==> config.mk <==
export PLATFORM = sky130hd
export DESIGN_NAME = reg_bus_sequencer
export DESIGN_NICKNAME = d
export VERILOG_FILES = /design/src/rtl/reg_bus_pkg.sv /design/src/rtl/rr_arbiter.sv /design/src/rtl/reg_bus_sequencer.sv
export SDC_FILE = /design/constraint.sdc
export NUM_CORES = 1
export LEC_CHECK = 0
export BUFFER_PORTS_ARGS = -buffer_cell sky130_fd_sc_hd__clkbuf_2
export CORE_ASPECT_RATIO = 0.9
export CORE_MARGIN = 2
export CORE_UTILIZATION = 52
export CTS_CLUSTER_DIAMETER = 40
export DETAILED_ROUTE_END_ITERATION = 12
export MAX_ROUTING_LAYER = met4
export PLACE_DENSITY = 0.79
export SETUP_SLACK_MARGIN = 0.02
export SYNTH_ARGS = -nofsm -noshare
export SYNTH_HDL_FRONTEND = slang
export SYNTH_HIERARCHICAL = 1
export SYNTH_SLANG_ARGS = --single-unit
==> constraint.sdc <==
create_clock -name clk -period 3.75 [get_ports clk]
set_clock_uncertainty 0.05 [all_clocks]
set_input_delay 0.75 -clock clk [delete_from_list [all_inputs] [get_ports clk]]
set_output_delay 0.75 -clock clk [all_outputs]
set_load 0.1 [all_outputs]
==> src/rtl/reg_bus_pkg.sv <==
// Shared definitions for the register-bus sequencer and related bus controllers.
package reg_bus_pkg;

    // Width of the shared register data bus.
    localparam int REG_W = 16;

    // Largest register count the decode helper can address.
    localparam int MAX_NREG = 256;

    // Transfer sequencing states.
    typedef enum logic [1:0] {
        IDLE  = 2'd0,
        DRIVE = 2'd1,
        WRITE = 2'd2,
        DONE  = 2'd3
    } bus_state_t;

    // Register index to one-hot enable vector; all-zero when the index
    // does not name a register that exists on the bus.
    function automatic logic [MAX_NREG-1:0] onehot_decode(
        input int unsigned idx,
        input int unsigned nreg
    );
        logic [MAX_NREG-1:0] vec;
        vec = '0;
        if ((idx < nreg) && (idx < MAX_NREG)) begin
            vec[idx[7:0]] = 1'b1;
        end
        return vec;
    endfunction

endpackage

==> src/rtl/rr_arbiter.sv <==
// Combinational round-robin arbiter: the search starts one past rr_ptr and
// wraps, so the most recently served requester has the lowest priority.
module rr_arbiter #(
    parameter  int NREQ = 4,
    localparam int PTRW = (NREQ > 1) ? $clog2(NREQ) : 1
) (
    input  logic [NREQ-1:0] req,
    input  logic [PTRW-1:0] rr_ptr,
    output logic [PTRW-1:0] winner,
    output logic            any_req
);

    // Rotate requests so bit 0 is the first candidate, then take the lowest set bit.
    always_comb begin
        logic [NREQ-1:0] rot;
        int              off;
        int              win_int;
        rot     = NREQ'({req, req} >> (int'(rr_ptr) + 1));
        off     = 0;
        any_req = 1'b0;
        // Scanning downwards leaves the lowest set offset as the final assignment.
        for (int k = NREQ - 1; k >= 0; k--) begin
            if (rot[k]) begin
                off     = k;
                any_req = 1'b1;
            end
        end
        win_int = (int'(rr_ptr) + 1 + off) % NREQ;
        winner  = PTRW'(win_int);
    end

endmodule

==> src/rtl/reg_bus_sequencer.sv <==
// Register-bus sequencer: arbitrates register-to-register moves between
// requesters and drives the source LDBUS and destination WR enables in order.
module reg_bus_sequencer #(
    parameter int NREQ = 4,
    parameter int NREG = 16,
    parameter int IDXW = 4
) (
    input  logic                 clk,
    input  logic                 RST,
    input  logic [NREQ-1:0]      req,
    input  logic [NREQ*IDXW-1:0] src_idx,
    input  logic [NREQ*IDXW-1:0] dst_idx,
    output logic [NREQ-1:0]      grant,
    output logic [NREQ-1:0]      done,
    output logic [NREG-1:0]      ldbus,
    output logic [NREG-1:0]      wr,
    output logic                 busy
);
    import reg_bus_pkg::*;

    localparam int PTRW = (NREQ > 1) ? $clog2(NREQ) : 1;

    logic [IDXW-1:0] src_arr [NREQ];
    logic [IDXW-1:0] dst_arr [NREQ];

    bus_state_t      state_reg;
    logic [PTRW-1:0] rr_ptr_reg;
    logic [PTRW-1:0] win_reg;
    logic [NREG-1:0] wr_pend_reg;
    logic [NREQ-1:0] grant_reg;
    logic [NREQ-1:0] done_reg;
    logic [NREG-1:0] ldbus_reg;
    logic [NREG-1:0] wr_reg;
    logic            busy_reg;

    logic [PTRW-1:0] winner;
    logic            any_req;
    logic [NREG-1:0] win_src_dec;
    logic [NREG-1:0] win_dst_dec;
    logic            win_legal;

    // Unpack the per-requester index fields.
    generate
        for (genvar gi = 0; gi < NREQ; gi++) begin : g_unpack
            assign src_arr[gi] = src_idx[gi*IDXW +: IDXW];
            assign dst_arr[gi] = dst_idx[gi*IDXW +: IDXW];
        end
    endgenerate

    rr_arbiter #(
        .NREQ (NREQ)
    ) u_arb (
        .req     (req),
        .rr_ptr  (rr_ptr_reg),
        .winner  (winner),
        .any_req (any_req)
    );

    // Decode the winner's indices; a move is legal only if both name real registers,
    // so an out-of-range index can never put garbage onto a real register.
    always_comb begin
        win_src_dec = NREG'(onehot_decode(32'(src_arr[winner]), NREG));
        win_dst_dec = NREG'(onehot_decode(32'(dst_arr[winner]), NREG));
        win_legal   = (|win_src_dec) && (|win_dst_dec);
    end

    // Transfer sequencer with registered grant/done/enable outputs.
    always_ff @(posedge clk or negedge RST) begin
        if (!RST) begin
            state_reg   <= IDLE;
            rr_ptr_reg  <= PTRW'(NREQ - 1);
            win_reg     <= '0;
            wr_pend_reg <= '0;
            grant_reg   <= '0;
            done_reg    <= '0;
            ldbus_reg   <= '0;
            wr_reg      <= '0;
            busy_reg    <= 1'b0;
        end else begin
            case (state_reg)
                IDLE: begin
                    done_reg <= '0;
                    wr_reg   <= '0;
                    if (any_req) begin
                        win_reg     <= winner;
                        rr_ptr_reg  <= winner;
                        grant_reg   <= NREQ'(1) << winner;
                        ldbus_reg   <= win_legal ? win_src_dec : '0;
                        wr_pend_reg <= win_legal ? win_dst_dec : '0;
                        busy_reg    <= 1'b1;
                        state_reg   <= DRIVE;
                    end else begin
                        busy_reg    <= 1'b0;
                    end
                end
                DRIVE: begin
                    // Source keeps driving; destination write enable joins it.
                    wr_reg    <= wr_pend_reg;
                    state_reg <= WRITE;
                end
                WRITE: begin
                    grant_reg <= '0;
                    ldbus_reg <= '0;
                    wr_reg    <= '0;
                    done_reg  <= NREQ'(1) << win_reg;
                    state_reg <= DONE;
                end
                DONE: begin
                    done_reg  <= '0;
                    busy_reg  <= 1'b0;
                    state_reg <= IDLE;
                end
                default: begin
                    grant_reg <= '0;
                    done_reg  <= '0;
                    ldbus_reg <= '0;
                    wr_reg    <= '0;
                    busy_reg  <= 1'b0;
                    state_reg <= IDLE;
                end
            endcase
        end
    end

    assign grant = grant_reg;
    assign done  = done_reg;
    assign ldbus = ldbus_reg;
    assign wr    = wr_reg;
    assign busy  = busy_reg;

endmodule

After elaboration in Yosys (flattened, before gate mapping). Index checks and enable logic that the tools add are counted.

Bits in registers: 63. Input port bits: 38. Output and inout port bits: 41. Logic and storage cells: 68.

Add/sub/neg operators: 2. Magnitude comparators: 5. Eq/ne operators: 4. Shift-type cells: 3. Multiplexer cells: 30. Bitwise operators: 1. Reduce and logical (&&, ||, !) cells: 14.

Operators with widths (count): 16-bit case mux with 2 select lines (2); 16-bit two-way mux (3); 16-bit OR reduction (2); 4-bit two-way mux (5); 4-bit by 9-bit < comparator with 1-bit output, second input constant (2); 4-bit binary-select mux with 2-bit select (2); 4-bit case mux with 2 select lines (2); 2-bit two-way mux (5); 1-bit demux with 4-bit select (2); 4-bit by 1-bit greater-or-equal comparator with 1-bit output, second input constant (2); 2-bit case mux with 4 select lines (1); 2-bit nonzero test (4); 1-bit by 2-bit << shifter with 4-bit output, first input constant (2); 8-bit by 3-bit >> shifter with 4-bit output (1); 1-bit two-way mux (7); 2-bit equality test, second input constant (2); 2-bit AND reduction (2); 2-bit OR reduction (2); 2-bit by 1-bit adder with 3-bit output, second input constant (1); 3-bit greater-or-equal comparator, second input constant (1); 1-bit logical AND (3); 2-bit inverter with 3-bit output (1); 2-bit adder (1); 2-bit by 1-bit equality test with 1-bit output, second input constant (1); 3 further kinds (3).

Logic depth before layout (Yosys ltp).
Word-level depth: 20. Depth in mapped cells: 13. Depth with buffers taken out: 11.

Modules after synthesis. The synthesis kept the hierarchy.

Modules (own cells, without submodules): reg_bus_sequencer (instances 1, cells an instance 220, area an instance 2742.6 µm²); rr_arbiter (instances 1, cells an instance 27, area an instance 197.7 µm²).

Worst setup path after synthesis. OpenSTA, ideal clock, no wires.

Kind: input -> register. Start point: input port req[1]. End point: register ldbus_reg[7], in the netlist ldbus[7]. Library setup time: 0.123 ns. Arrival: 3.026 ns. Setup slack: 0.551 ns. Cell stages on the path: 12. Cell sequence: inv_1 o21ai_0 a21oi_1 o31a_1 ha_1 xnor2_1 xnor2_1 xnor2_1 buf_2 mux4_2 nor3b_2 a32o_1.

Word-level cells in the longest chain between the ends: 19. Elaborated cells on any way between the ends: 35. Classes of those cells: add/sub: 1; order compare: 4; eq/ne: 1; shift: 1; mux: 21; bitwise: 1; reduce/logical: 6.

Ends and longest elaborated chain: start, declared (RTL line reg_bus_sequencer.sv:10) `input logic [NREQ-1:0] req,`; 8-bit by 3-bit >> shifter with 4-bit output (*) (RTL line rr_arbiter.sv:18) `rot = NREQ'({req, req} >> (int'(rr_ptr) + 1));`; 2-bit two-way mux (3 in a row) (RTL line rr_arbiter.sv:23) `if (rot[k]) begin`; 2-bit two-way mux (*) (RTL line rr_arbiter.sv:23); 2-bit adder (*) (RTL line rr_arbiter.sv:28) `win_int = (int'(rr_ptr) + 1 + off) % NREQ;`; net winner[1] (RTL line reg_bus_sequencer.sv:36) `logic [PTRW-1:0] winner;`; 2-bit inverter with 3-bit output (not written as such) (*) (RTL line reg_bus_sequencer.sv:62, reg_bus_sequencer.sv:63); 4-bit binary-select mux with 2-bit select (on tied branches) (RTL line reg_bus_sequencer.sv:62, reg_bus_sequencer.sv:63); 4-bit two-way mux (on tied branches) (2 in a row) (RTL line reg_bus_sequencer.sv:62, reg_bus_sequencer.sv:63); 4-bit by 9-bit < comparator with 1-bit output (not written as such) / 4-bit by 1-bit greater-or-equal comparator with 1-bit output (equally long branches) (RTL line reg_bus_pkg.sv:27) `vec[idx[7:0]] = 1'b1;`; 1-bit logical AND (not written as such) (RTL line reg_bus_pkg.sv:27); 1-bit two-way mux (not written as such) (RTL line reg_bus_pkg.sv:27); 1-bit demux with 4-bit select (RTL line reg_bus_pkg.sv:27); 16-bit OR reduction (RTL line reg_bus_sequencer.sv:64) `win_legal = (|win_src_dec) && (|win_dst_dec);`; 1-bit logical AND (RTL line reg_bus_sequencer.sv:64); 16-bit two-way mux (*) (RTL line reg_bus_sequencer.sv:88) `ldbus_reg <= win_legal ? win_src_dec : '0;`; 16-bit two-way mux (*) (RTL line reg_bus_sequencer.sv:84) `if (any_req) begin`; 16-bit case mux with 2 select lines (*) (RTL line reg_bus_sequencer.sv:80) `case (state_reg)`; end signal, assigned (RTL line reg_bus_sequencer.sv:88); end, declared (RTL line reg_bus_sequencer.sv:32) `logic [NREG-1:0] ldbus_reg;`.

The timed path passes the listed nets; every way through them passes the cells marked *. The select of a mux whose other input is x is not followed. A chain may end at the register's enable or synchronous reset.

Final worst setup path.
Start point: input port req[1]. End point: register wr_pend_reg[12].

Word-level cells in the longest chain between the ends: 17. Elaborated cells on any way between the ends: 32. Classes of those cells: add/sub: 1; order compare: 4; shift: 1; mux: 19; bitwise: 1; reduce/logical: 6.

Ends and longest elaborated chain: 8-bit by 3-bit >> shifter with 4-bit output (*) (RTL line rr_arbiter.sv:18); 2-bit two-way mux (3 in a row) (RTL line rr_arbiter.sv:23); 2-bit two-way mux (*) (RTL line rr_arbiter.sv:23); 2-bit adder (*) (RTL line rr_arbiter.sv:28); net winner[1] (RTL line reg_bus_sequencer.sv:36); 2-bit inverter with 3-bit output (not written as such) (*) (RTL line reg_bus_sequencer.sv:62, reg_bus_sequencer.sv:63); 4-bit binary-select mux with 2-bit select (on tied branches) (RTL line reg_bus_sequencer.sv:62, reg_bus_sequencer.sv:63); 4-bit two-way mux (on tied branches) (2 in a row) (RTL line reg_bus_sequencer.sv:62, reg_bus_sequencer.sv:63); 4-bit by 9-bit < comparator with 1-bit output (not written as such) / 4-bit by 1-bit greater-or-equal comparator with 1-bit output (equally long branches) (RTL line reg_bus_pkg.sv:27); 1-bit logical AND (not written as such) (RTL line reg_bus_pkg.sv:27); 1-bit two-way mux (not written as such) (RTL line reg_bus_pkg.sv:27); 1-bit demux with 4-bit select (RTL line reg_bus_pkg.sv:27); 16-bit OR reduction (RTL line reg_bus_sequencer.sv:64); 1-bit logical AND (RTL line reg_bus_sequencer.sv:64); 16-bit two-way mux (*) (RTL line reg_bus_sequencer.sv:89) `wr_pend_reg <= win_legal ? win_dst_dec : '0;`; end signal, assigned (RTL line reg_bus_sequencer.sv:89); end, declared (RTL line reg_bus_sequencer.sv:29) `logic [NREG-1:0] wr_pend_reg;`.

Marks and branches as above.

==> out/results.env <==
ROUTED_WIRELENGTH_MM=6.588
REG2REGPATHDEPTH=11
WIRE_LENGTH_OF_THE_FIRST_GLOBAL_ROUTING_PASS_MM=10.45
CRITICAL-PATH-SLOWEST-CELL='sky130_fd_sc_hd__xnor2_2'
CRITICAL_PATH_MAX_STAGE_DELAY_NS=0.47
IO_PINS=79
GRT_START_MAX_NET_PINS=47
DRT-VIAS-PER-INSTANCE=5.821
CRITICAL_PATH_DEPTH=12
GRT_ANTENNA_BEFORE_REPAIR=0
WORST_HOLD_PATH.NUM_CELLS=2
CTS_ROOT_BUF='sky130_fd_sc_hd__clkbuf_8'
DIEWIDTH_MICRONS=83.27
CRITICAL_PATH.MAX_FANOUT=10
FINAL-SETUP-VIOL-COUNT=0
AREAGROWTHSYNTHTOFINISH_PCT=23.53
PLACE.GP.CONGESTION=0.8356
DRT-WIRELENGTH-PER-CELL_MICRONS=16.39
SYNTH-SEQ-CELLS=63
REG2REG_FROM='rr_ptr_reg[1]$_DFFE_PN1P_'
DIE-AREA_SQ_MM=0.006273
MIN_PERIOD_NS=3.214
FMAX_MHz=311.1
INITIAL_UTILIZATION_PCT=54.97
DESIGN.FINAL.NETS=374
SETUP_REPAIR_AFTER_GLOBAL_ROUTING_MISSED_ITS_MARGIN='false'
FIRST_GLOBAL_VIAS=2149
DIODES=0
MAPPEDNETLISTAREA_SQ_MM=0.002940
GRT_OVERFLOW=0
COMMONEST_CELLS_AFTER_ROUTING_FILL_AND_TAPS_ASIDE='sky130_fd_sc_hd__clkbuf_2, sky130_fd_sc_hd__dfrtp_1, sky130_fd_sc_hd__nand2_1'
SYNTHDISTINCTLIBCELLS=42
FIRST_ITER_VIOLATIONS=172
LAYOUT_WORST_PATH_CYCLE_SHARE_PCT=85.72
DRC=0
DEPTH_OF_THE_CTS_H_TREE=3
VIAS=2340
SYN_AREA_PER_CELL_SQ_UM=11.90
IO_BUFFERS=78
MAXCAPVIOLCOUNT=0
WORST_SLEW_MARGIN_REL_PCT=27.32
ROW_COUNT=25
CRITPATHBUFINV=2
N_FILL_CELL=410
WORST_EP_ARRIVAL_TIME_NS=3.37
HOLD_SLACK_NS=0.4364
POST-DP-HPWL_MM=4.842
CTS.REPORTEDPATHS.CLKPINSLEW_NS=0.07
CRIT_PATH_START='req[1]'
CRIT_FAMILY='compound AO/OA/AOI/OAI gates'
CLOCK_SINKS=63
WORST_PATH_MOST_REPEATED_CELL='sky130_fd_sc_hd__xnor2_1'
YOSYSWARNINGCOUNT=6
OUTCOME='finished clean'
CTS-BUFFERS-INSERTED=9
END_KIND='register'
SYN_INST=247
CRIT_REQUIRED_NS=3.90
TRITONCTS_CLOCK_TREE='done'
SYNTH.NET_COUNT=291
WORST_SLEW_PIN_SLEW_NS=1.090
STARTPOINT_TYPE_OF_THE_WORST_SETUP_PATH='input pin'
COUNT_OF_ANTENNA_VIOLATING_NETS_LEFT_AFTER_DETAILED_ROUTING=0
WORST_HOLD_PATH_TYPE='register to register'
FINAL_COMMON_CELL='sky130_fd_sc_hd__clkbuf_2'
AREA_OCCUPIED_BY_MULTI_INPUT_GATES_SQ_MM=0.001262
CHIPHEIGHT_MICRONS=75.34
HOLD_PATH_STARTPOINT='ldbus[14]$_DFFE_PN0P_'
HOLD_VIOL=0
WORST_PATH_CELL_CHAIN='clkbuf_2, inv_1, o21ai_0, a21oi_1, o31a_1, ha_1, xnor2_1, xnor2_1, xnor2_2, mux4_2, nand2_1, o41ai_1'
CLK_LATENCY_NS=0.33
FINISH.INSTANCE_AREA_SQ_MM=0.003632
TIMING_MAX_TRANSITION_VIOLATIONS_FINAL=0
FP.COREAREA_SQ_MM=0.005349
POSTCTSSETUPBUFFERS=0
GROUTE.USAGE.OVERALL_PCT=22.78
FIRSTDRTPASSITERS=4
DPL-INSTANCE-AREA_SQ_MM=0.003395
YS_SEQ_AREA_SHARE_PCT=53.70
AREA.SEQUENTIAL_SQ_MM=0.001579
FINAL_LAYOUT_SIZE_SUFFIX_GT1_SHARE_PCT=35.22
CRITPATHKIND='input pin to register'
CLOCKBUFFERDEPTH=2
-- metrics by stage --
stage                     cells  setup WS (ns)  setup TNS, ns  utilization [%]
after floorplan             247         0.5506              0                -
after global placement      386       0.002734              0            63.46
after detailed placement    386        -0.1474        -0.6654            63.46
after CTS                   402         0.2111              0            67.77
after global routing        402         0.2547              0            67.91
final                       402         0.5357              0            67.91
-- cell usage after synthesis --
cell | instances | area, sq um
sky130_fd_sc_hd__dfrtp_1 | 61 | 1526
sky130_fd_sc_hd__nand2_1 | 32 | 120.1
sky130_fd_sc_hd__a22o_1 | 26 | 227.7
sky130_fd_sc_hd__and2_1 | 10 | 62.56
sky130_fd_sc_hd__o21ai_0 | 10 | 50.05
sky130_fd_sc_hd__inv_1 | 9 | 33.78
sky130_fd_sc_hd__a31o_1 | 8 | 70.07
sky130_fd_sc_hd__clkbuf_1 | 8 | 30.03
sky130_fd_sc_hd__mux4_2 | 8 | 180.2
sky130_fd_sc_hd__nor2_1 | 7 | 26.28
sky130_fd_sc_hd__a32o_1 | 6 | 60.06
sky130_fd_sc_hd__ha_1 | 6 | 75.07
sky130_fd_sc_hd__nor2b_1 | 6 | 37.54
sky130_fd_sc_hd__o41ai_1 | 6 | 52.55
sky130_fd_sc_hd__nand2b_1 | 4 | 25.02
sky130_fd_sc_hd__buf_6 | 3 | 33.78
sky130_fd_sc_hd__nand3_1 | 3 | 15.01
sky130_fd_sc_hd__nand3b_1 | 3 | 22.52
sky130_fd_sc_hd__o31ai_1 | 3 | 22.52
sky130_fd_sc_hd__xnor2_1 | 3 | 26.28
sky130_fd_sc_hd__dfstp_2 | 2 | 52.55
sky130_fd_sc_hd__nor3b_1 | 2 | 15.01
sky130_fd_sc_hd__nor3b_2 | 2 | 25.02
sky130_fd_sc_hd__a211oi_1 | 1 | 7.510
sky130_fd_sc_hd__a21oi_1 | 1 | 5.000
sky130_fd_sc_hd__a2bb2oi_1 | 1 | 8.760
sky130_fd_sc_hd__a31o_2 | 1 | 8.760
sky130_fd_sc_hd__and2b_1 | 1 | 7.510
sky130_fd_sc_hd__and3b_1 | 1 | 8.760
sky130_fd_sc_hd__and3b_2 | 1 | 10.01
sky130_fd_sc_hd__buf_1 | 1 | 3.750
sky130_fd_sc_hd__buf_2 | 1 | 5.000
sky130_fd_sc_hd__mux2i_1 | 1 | 10.01
sky130_fd_sc_hd__nor3_1 | 1 | 5.000
sky130_fd_sc_hd__nor3_2 | 1 | 10.01
sky130_fd_sc_hd__o211ai_1 | 1 | 7.510
sky130_fd_sc_hd__o21ai_1 | 1 | 5.000
sky130_fd_sc_hd__o22a_1 | 1 | 8.760
sky130_fd_sc_hd__o311a_1 | 1 | 10.01
sky130_fd_sc_hd__o31a_1 | 1 | 8.760
sky130_fd_sc_hd__o31ai_2 | 1 | 12.51
sky130_fd_sc_hd__or4_1 | 1 | 7.510
-- kinds of logic (layout without fill, tap and decap cells) --
kind of cell    count (synthesis)  count (layout)  share of synthesized area (%)
compound gates                 69              69                          19.23
xor+xnor                        3               3                         0.8938
fa+ha+maj                       6               6                          2.553
buf+inv                        22             110                          3.617
flops                          63              63                          53.70
mux                             9               9                          6.468
simple gates                   75              75                          13.53
-- final timing paths --
path,endpoint,slack (ns)
max,wr_pend_reg[12]$_DFFE_PN0P_,0.54
min,ldbus[14]$_DFFE_PN0P_,0.44
max reg2reg,wr_pend_reg[12]$_DFFE_PN0P_,0.55
min reg2reg,ldbus[14]$_DFFE_PN0P_,0.44
max in group asynchronous,grant[1]$_DFFE_PN0P_,2.29
min in group asynchronous,wr[15]$_DFFE_PN0P_,0.56
-- final cells by class --
type | instances | share of cell area (%)
flip-flops and latches | 63 | 43.47
clock inverters | 6 | 2.549
multi-input cells | 162 | 34.76
repair buffers | 85 | 12.19
inverters | 9 | 0.9301
well taps | 67 | 2.308
clock buffers | 10 | 3.789
-- repair_timing --
action                                  4_1_cts  5_1_grt
endpoints found under the setup margin        0        3
resized for setup                             0        1
hold buffers                                  0        0
-- worst register-to-register path: stages (launching register included) --
cell and delay [ns]:
sky130_fd_sc_hd__dfstp_2 0.65, sky130_fd_sc_hd__nand2_1 0.08, sky130_fd_sc_hd__a2bb2oi_1 0.16, sky130_fd_sc_hd__o211ai_1 0.10
sky130_fd_sc_hd__o31a_1 0.12, sky130_fd_sc_hd__ha_1 0.19, sky130_fd_sc_hd__xnor2_1 0.14, sky130_fd_sc_hd__xnor2_1 0.16
sky130_fd_sc_hd__xnor2_2 0.47, sky130_fd_sc_hd__mux4_2 0.40, sky130_fd_sc_hd__nand2_1 0.14, sky130_fd_sc_hd__o41ai_1 0.43
-- layer usage --
| metal | part of all wire, % | GRT usage [%] |
|---|---|---|
| met4 | 0.61 | 6.011 |
| met3 | 7.1 | 7.692 |
| met1 | 44 | 30.06 |
| met5 | 0 | - |
| met2 | 48 | 34.50 |
Power is left out: the tool's default activity adds up to more than one toggle a clock period on the data nets, which glitch-free logic cannot reach.
